File: src/rtl/cache_backing_mem_if.sv
// Request/response bundle between the cache controller (master) and the backing memory (slave).
// The master drives requests and rsp_ready. The slave drives req_ready and the response fields.
interface cache_backing_mem_if #(
    parameter int ADDR_W = 7,
    parameter int DATA_W = 8
);
    logic              req_valid;
    logic              req_ready;
    logic              req_we;
    logic [ADDR_W-1:0] req_addr;
    logic [DATA_W-1:0] req_wdata;
    logic              rsp_valid;
    logic              rsp_ready;
    logic              rsp_we;
    logic [DATA_W-1:0] rsp_rdata;

    modport master (
        output req_valid, req_we, req_addr, req_wdata, rsp_ready,
        input  req_ready, rsp_valid, rsp_we, rsp_rdata
    );

    modport slave (
        input  req_valid, req_we, req_addr, req_wdata, rsp_ready,
        output req_ready, rsp_valid, rsp_we, rsp_rdata
    );
endinterface

File: src/rtl/cache_backing_mem.sv
// Backing memory model for cache fills and writes; each word is preset to its own address after reset.
// Commit/capture happens LATENCY edges after accept; one request at a time; the response is held until rsp_ready.
module cache_backing_mem #(
    parameter int ADDR_W  = 7,
    parameter int DATA_W  = 8,
    parameter int LATENCY = 4
) (
    input  logic               clk,
    input  logic               rst,
    cache_backing_mem_if.slave bus,
    output logic               init_done
);
    localparam int                DEPTH     = 1 << ADDR_W;
    localparam logic [ADDR_W-1:0] LAST_ADDR = ADDR_W'(DEPTH - 1);
    localparam logic [3:0]        CNT_LOAD  = 4'(LATENCY - 1);

    typedef enum logic [1:0] {
        INIT,
        IDLE,
        BUSY,
        RESP
    } state_t;

    typedef struct packed {
        logic              we;
        logic [ADDR_W-1:0] addr;
        logic [DATA_W-1:0] wdata;
    } req_t;

    state_t            state, state_nxt;
    logic [ADDR_W-1:0] ptr, ptr_nxt;
    logic [3:0]        cnt, cnt_nxt;
    req_t              req_q, req_nxt;
    logic              rsp_valid_q, rsp_valid_nxt;
    logic              rsp_we_q, rsp_we_nxt;
    logic [DATA_W-1:0] rsp_rdata_q, rsp_rdata_nxt;
    logic              init_done_q, init_done_nxt;

    logic              mem_we;
    logic [ADDR_W-1:0] mem_addr;
    logic [DATA_W-1:0] mem_wdata;
    logic [DATA_W-1:0] mem [DEPTH];

    always_ff @(posedge clk) begin
        if (rst) begin
            state       <= INIT;
            ptr         <= '0;
            cnt         <= '0;
            req_q       <= '0;
            rsp_valid_q <= 1'b0;
            rsp_we_q    <= 1'b0;
            rsp_rdata_q <= '0;
            init_done_q <= 1'b0;
        end else begin
            state       <= state_nxt;
            ptr         <= ptr_nxt;
            cnt         <= cnt_nxt;
            req_q       <= req_nxt;
            rsp_valid_q <= rsp_valid_nxt;
            rsp_we_q    <= rsp_we_nxt;
            rsp_rdata_q <= rsp_rdata_nxt;
            init_done_q <= init_done_nxt;
        end
    end

    // Storage is never cleared; gating on rst drops any write pending at a reset edge.
    always_ff @(posedge clk) begin
        if (!rst && mem_we) begin
            mem[mem_addr] <= mem_wdata;
        end
    end

    always_comb begin
        state_nxt     = state;
        ptr_nxt       = ptr;
        cnt_nxt       = cnt;
        req_nxt       = req_q;
        rsp_valid_nxt = rsp_valid_q;
        rsp_we_nxt    = rsp_we_q;
        rsp_rdata_nxt = rsp_rdata_q;
        init_done_nxt = init_done_q;
        bus.req_ready = 1'b0;
        mem_we        = 1'b0;
        mem_addr      = req_q.addr;
        mem_wdata     = req_q.wdata;

        case (state)
            INIT: begin
                mem_we    = 1'b1;
                mem_addr  = ptr;
                mem_wdata = DATA_W'(ptr);
                ptr_nxt   = ptr + 1'b1;
                if (ptr == LAST_ADDR) begin
                    state_nxt     = IDLE;
                    init_done_nxt = 1'b1;
                end
            end
            IDLE: begin
                bus.req_ready = 1'b1;
                if (bus.req_valid) begin
                    req_nxt.we    = bus.req_we;
                    req_nxt.addr  = bus.req_addr;
                    req_nxt.wdata = bus.req_wdata;
                    cnt_nxt       = CNT_LOAD;
                    state_nxt     = BUSY;
                end
            end
            BUSY: begin
                if (cnt != 4'd0) begin
                    cnt_nxt = cnt - 4'd1;
                end else begin
                    rsp_valid_nxt = 1'b1;
                    rsp_we_nxt    = req_q.we;
                    state_nxt     = RESP;
                    if (req_q.we) begin
                        mem_we        = 1'b1;
                        rsp_rdata_nxt = req_q.wdata;
                    end else begin
                        rsp_rdata_nxt = mem[req_q.addr];
                    end
                end
            end
            RESP: begin
                if (bus.rsp_ready) begin
                    rsp_valid_nxt = 1'b0;
                    state_nxt     = IDLE;
                end
            end
            default: state_nxt = INIT;
        endcase
    end

    assign bus.rsp_valid = rsp_valid_q;
    assign bus.rsp_we    = rsp_we_q;
    assign bus.rsp_rdata = rsp_rdata_q;
    assign init_done     = init_done_q;
endmodule

File: src/flat_wrapper.sv
// flat-port wrapper written by rule: the top's interface ports become plain ports
module cache_backing_mem_flat 
#(
    parameter int ADDR_W  = 7,
    parameter int DATA_W  = 8,
    parameter int LATENCY = 4
)
  (clk, rst, init_done, bus_req_valid, bus_req_we, bus_req_addr, bus_req_wdata, bus_rsp_ready, bus_req_ready, bus_rsp_valid, bus_rsp_we, bus_rsp_rdata);
  cache_backing_mem_if #(.ADDR_W(ADDR_W), .DATA_W(DATA_W)) bus_i ();
  input  logic clk;
  input  logic rst;
  output logic init_done;
  input wire logic [$bits(bus_i.req_valid)-1:0] bus_req_valid;
  input wire logic [$bits(bus_i.req_we)-1:0] bus_req_we;
  input wire logic [$bits(bus_i.req_addr)-1:0] bus_req_addr;
  input wire logic [$bits(bus_i.req_wdata)-1:0] bus_req_wdata;
  input wire logic [$bits(bus_i.rsp_ready)-1:0] bus_rsp_ready;
  output wire logic [$bits(bus_i.req_ready)-1:0] bus_req_ready;
  output wire logic [$bits(bus_i.rsp_valid)-1:0] bus_rsp_valid;
  output wire logic [$bits(bus_i.rsp_we)-1:0] bus_rsp_we;
  output wire logic [$bits(bus_i.rsp_rdata)-1:0] bus_rsp_rdata;
  assign bus_i.req_valid = bus_req_valid;
  assign bus_i.req_we = bus_req_we;
  assign bus_i.req_addr = bus_req_addr;
  assign bus_i.req_wdata = bus_req_wdata;
  assign bus_i.rsp_ready = bus_rsp_ready;
  assign bus_req_ready = bus_i.req_ready;
  assign bus_rsp_valid = bus_i.rsp_valid;
  assign bus_rsp_we = bus_i.rsp_we;
  assign bus_rsp_rdata = bus_i.rsp_rdata;
  cache_backing_mem #(.ADDR_W(ADDR_W), .DATA_W(DATA_W), .LATENCY(LATENCY)) u_core (.clk(clk), .rst(rst), .bus(bus_i), .init_done(init_done));
endmodule
File: config.mk
export PLATFORM = sky130hd
export DESIGN_NAME = cache_backing_mem_flat
export DESIGN_NICKNAME = d
export VERILOG_FILES = /design/src/rtl/cache_backing_mem_if.sv /design/src/rtl/cache_backing_mem.sv /design/src/flat_wrapper.sv
export SDC_FILE = /design/constraint.sdc
export NUM_CORES = 1
export LEC_CHECK = 0
export BUFFER_PORTS_ARGS = -buffer_cell sky130_fd_sc_hd__buf_4
export CAP_MARGIN = 20
export CORE_ASPECT_RATIO = 1.75
export CORE_MARGIN = 1.5
export CORE_UTILIZATION = 43
export CTS_CLUSTER_SIZE = 40
export DETAILED_ROUTE_END_ITERATION = 12
export PLACE_DENSITY_LB_ADDON = 0.3
export SETUP_SLACK_MARGIN = 0.05
export SLEW_MARGIN = 20
export SYNTH_ARGS = -nofsm -noshare
export SYNTH_HDL_FRONTEND = slang
export SYNTH_SLANG_ARGS = --single-unit
export TNS_END_PERCENT = 20
File: constraint.sdc
create_clock -name clk -period 7.1 [get_ports clk]
set_input_delay 0.355 -clock clk [delete_from_list [all_inputs] [get_ports clk]]
set_output_delay 0.355 -clock clk [all_outputs]
set_load 0.01 [all_outputs]
==> results.md <==
* Final setup violation count at 0
* Die Area at 99390 µm²
* Gpl congestion at 0.9003
* CP max FO at 24
* Slew @ Worst Pin at 1169 ps
* Slew Limit Fails at 0
* Port Buffer Count at 31
* Initial DRC count at 2096
* Clock Tree Root: clkbuf_16
* Initial antenna violation count at 2
* Post-synth top area share at 73.39%
* Num CTS Buffers at 87
* Worst hold path depth at 4
* Worst-path clk slew at 70 ps
* Syn_nets at 2142
* Register area share after synthesis at 75.31%
* Synth Area in Adders at 0.2389%
* VDD IR-drop max at 163.1 µV
* Setup crit start: u_core.state[1]
* Final cycle utilization of the critical path at 57.52%
* Initial core utilization at 43.31%
* Worst r2r path cells at 7
* Reg2reg start: u_core.state[1]
* Congestion Overflow GR at 0
* Clk sinks at 1064
* Post-Synth XOR/XNOR Area at 0.2927%
* Mux contribution to synthesized area at 15.53%
* Antenna Nets Post-Route at 0
* Hold crit path type: primary input to flop
* Synth top cells by count: edfxtp_1 (1024), mux4_2 (240), nor2_1 (169)
* Req. time, crit path at around 7400 ps
* Static Leak at 14.41 nW
* Fin cells at 3531
* Routed via count divided by cell count at 5.896
* Simple logic cell fraction of the synthesized area at 3.945%
* DRC viols at 0
* Post-Synthesis Cells at 2114
* CTS tree: done
* Layout cells sized above 1 at between 20% and 30%
* Clock buffer depth at 3
* Fin. Hold Viols at 0
* Count leader, synth: edfxtp_1
* Via count at between 20k and 25k
* Skew final at 18.48 ps
* Prevailing post-synth register cell: edfxtp_1
* Crit path launch type: flop
* Dpl cells at between 3k and 4k
* Post-detail-place hpwl at 70.06 mm
* Drt wl/cell at around 31 µm
* CTS resizes at 0
* Yosys warnings at 0
* Unique masters post-synth at 63
* Outcome: finished clean
* Biggest area consumer among synthesized cells: edfxtp_1
* Avg Cell Area, Syn at 19.82 µm²
* Max-Cap Viols at 0
* Die H at 415.9 µm
* Antenna cells at 0
* Power per standard cell area at 261.3 nW/µm²
* Final nets at 2189
* Fmax at 244.8 MHz
* H-tree levels at 3
* Post-synthesis compound-gate area fraction at 2.971%
* Slew headroom at between 20% and 30%
* Core ar. at 96730 µm²
* Post-synth EDFFs at 1024
* Die X-Extent at 239.0 µm
* FP Rows at 151
* Area contributors post-synth: edfxtp_1 (73%), mux4_2 (13%), dfxtp_1 (1.9%)
* GR Util All Layers at 22.48%
* Mapped cell area at between 40000 and 50000 µm²
* Ys async rst share at 0%
* CP endpoint kind: flop
* DRT Pass-1 Iters at 7
* RSZ-0062 raised after global routing: no
* Largest family of logic cells by synthesized area: multiplexers
* First-pass GRT wire length at 156.9 mm
* # Post-CTS Setup Buffers at 0
* Synth-to-Final Area Change at 11.26%
* Vias in the first global route at 21.78k
* Hold Buf Count CTS at 15
* Kind of critical path: flop to flop
* Largest net degree at the start of global routing at roughly 110
* Setup TNS Final at 0 ps
* Min-delay src: bus_rsp_ready
* Seq cells post-synth at 1064
* Fin crit period at 4084 ps
* Crit path DAT at ~4400 ps
* Num ports at 32
* Worst-Skew Late Latency at around 700 ps
* Routed WL at 109.8 mm
-- metal layers --
layer  GRT usage [%]  wire (µm)  vias up
li1                -          -     8720
met1           25.63      37860    11010
met2           39.68      58180      860
met3           3.261       6510      235
met4           13.65       7252        0
met5               0          0        -
-- final cells by class --
class	count	area, µm²
clock buffer	112	2396
clock inverter	47	600.6
fill	7964	50120
inverter	11	41.29
multi-input combinational	917	9687
sequential	1064	31560
tap	1300	1627
timing repair buffer	80	700.7
-- stage by stage --
step | cell area, µm² | hold slack [ps] | setup WS (ps) | total power [mW] | utilization (%)
after floorplan | 41900 | 431.8 | 2012 | 7.104 | -
after global placement | 43470 | 463.4 | 3160 | 7.209 | 44.93
after detailed placement | 43470 | 469.8 | 3030 | 7.214 | 44.94
after CTS | 46610 | 17.18 | 3027 | 12.24 | 48.19
after global routing | 46610 | 53.75 | 2841 | 12.45 | 48.19
final | 46610 | 55.08 | 3016 | 12.18 | 48.19
-- cells by family after synthesis --
group	Yosys count
multiplexers	338
XOR/XNOR	14
buffers and inverters	133
adder cells (fa/ha/maj)	8
flip-flops	1064
AO/OA/AOI/OAI	183
AND/OR/NAND/NOR	374
-- where the power goes --
group | internal, mW | total (mW) | switching [mW]
Combinational | 0.0592 | 0.225 | 0.166
Sequential | 6.85 | 6.86 | 0.00917
Clock | 2.90 | 5.10 | 2.20
-- worst max-delay path, cell delays in order, from the launching register on --
cell and delay [ps]:
dfxtp_1 340, inv_1 140, ha_1 800, o22a_1 220, o211ai_1 240, nor2b_1 390
nand2_2 650, nor2_1 900
-- worst paths after layout --
kind / to / slack (ps)
max reg2reg: u_core.mem[94][0] / 3020
min reg2reg: u_core.bus.rsp_we / 470
min: u_core.bus.rsp_valid / 60
max: u_core.mem[94][0] / 3020
-- flip-flops by register name, indices dropped and copies added (netlist names) --
register              count
u_core.mem             1024
u_core.req_q             16
u_core.bus.rsp_rdata      8
u_core.ptr                7
u_core.cnt                4
u_core.state              2
u_core.bus.rsp_valid      1
u_core.bus.rsp_we         1
u_core.init_done          1
-- cells in the final DEF (no fill, tap or decap), types with 9 or more instances in the layout --
cell,n
mux2_2,11
clkinv_1,9
nor3_1,14
clkinv_2,16
a21oi_1,40
inv_1,9
dfxtp_1,34
o22ai_1,29
nand2_1,100
dlygate4sd3_1,15
o21ai_0,18
o221ai_1,11
a211oi_1,11
nand3_1,15
clkbuf_16,91
bufinv_16,14
nor2_1,169
mux4_2,240
nand2b_1,12
mux2i_1,74
a22oi_1,18
buf_4,60
edfxtp_1,1024
clkbuf_1,17
Note: power is estimated with default switching activity, not from simulation.
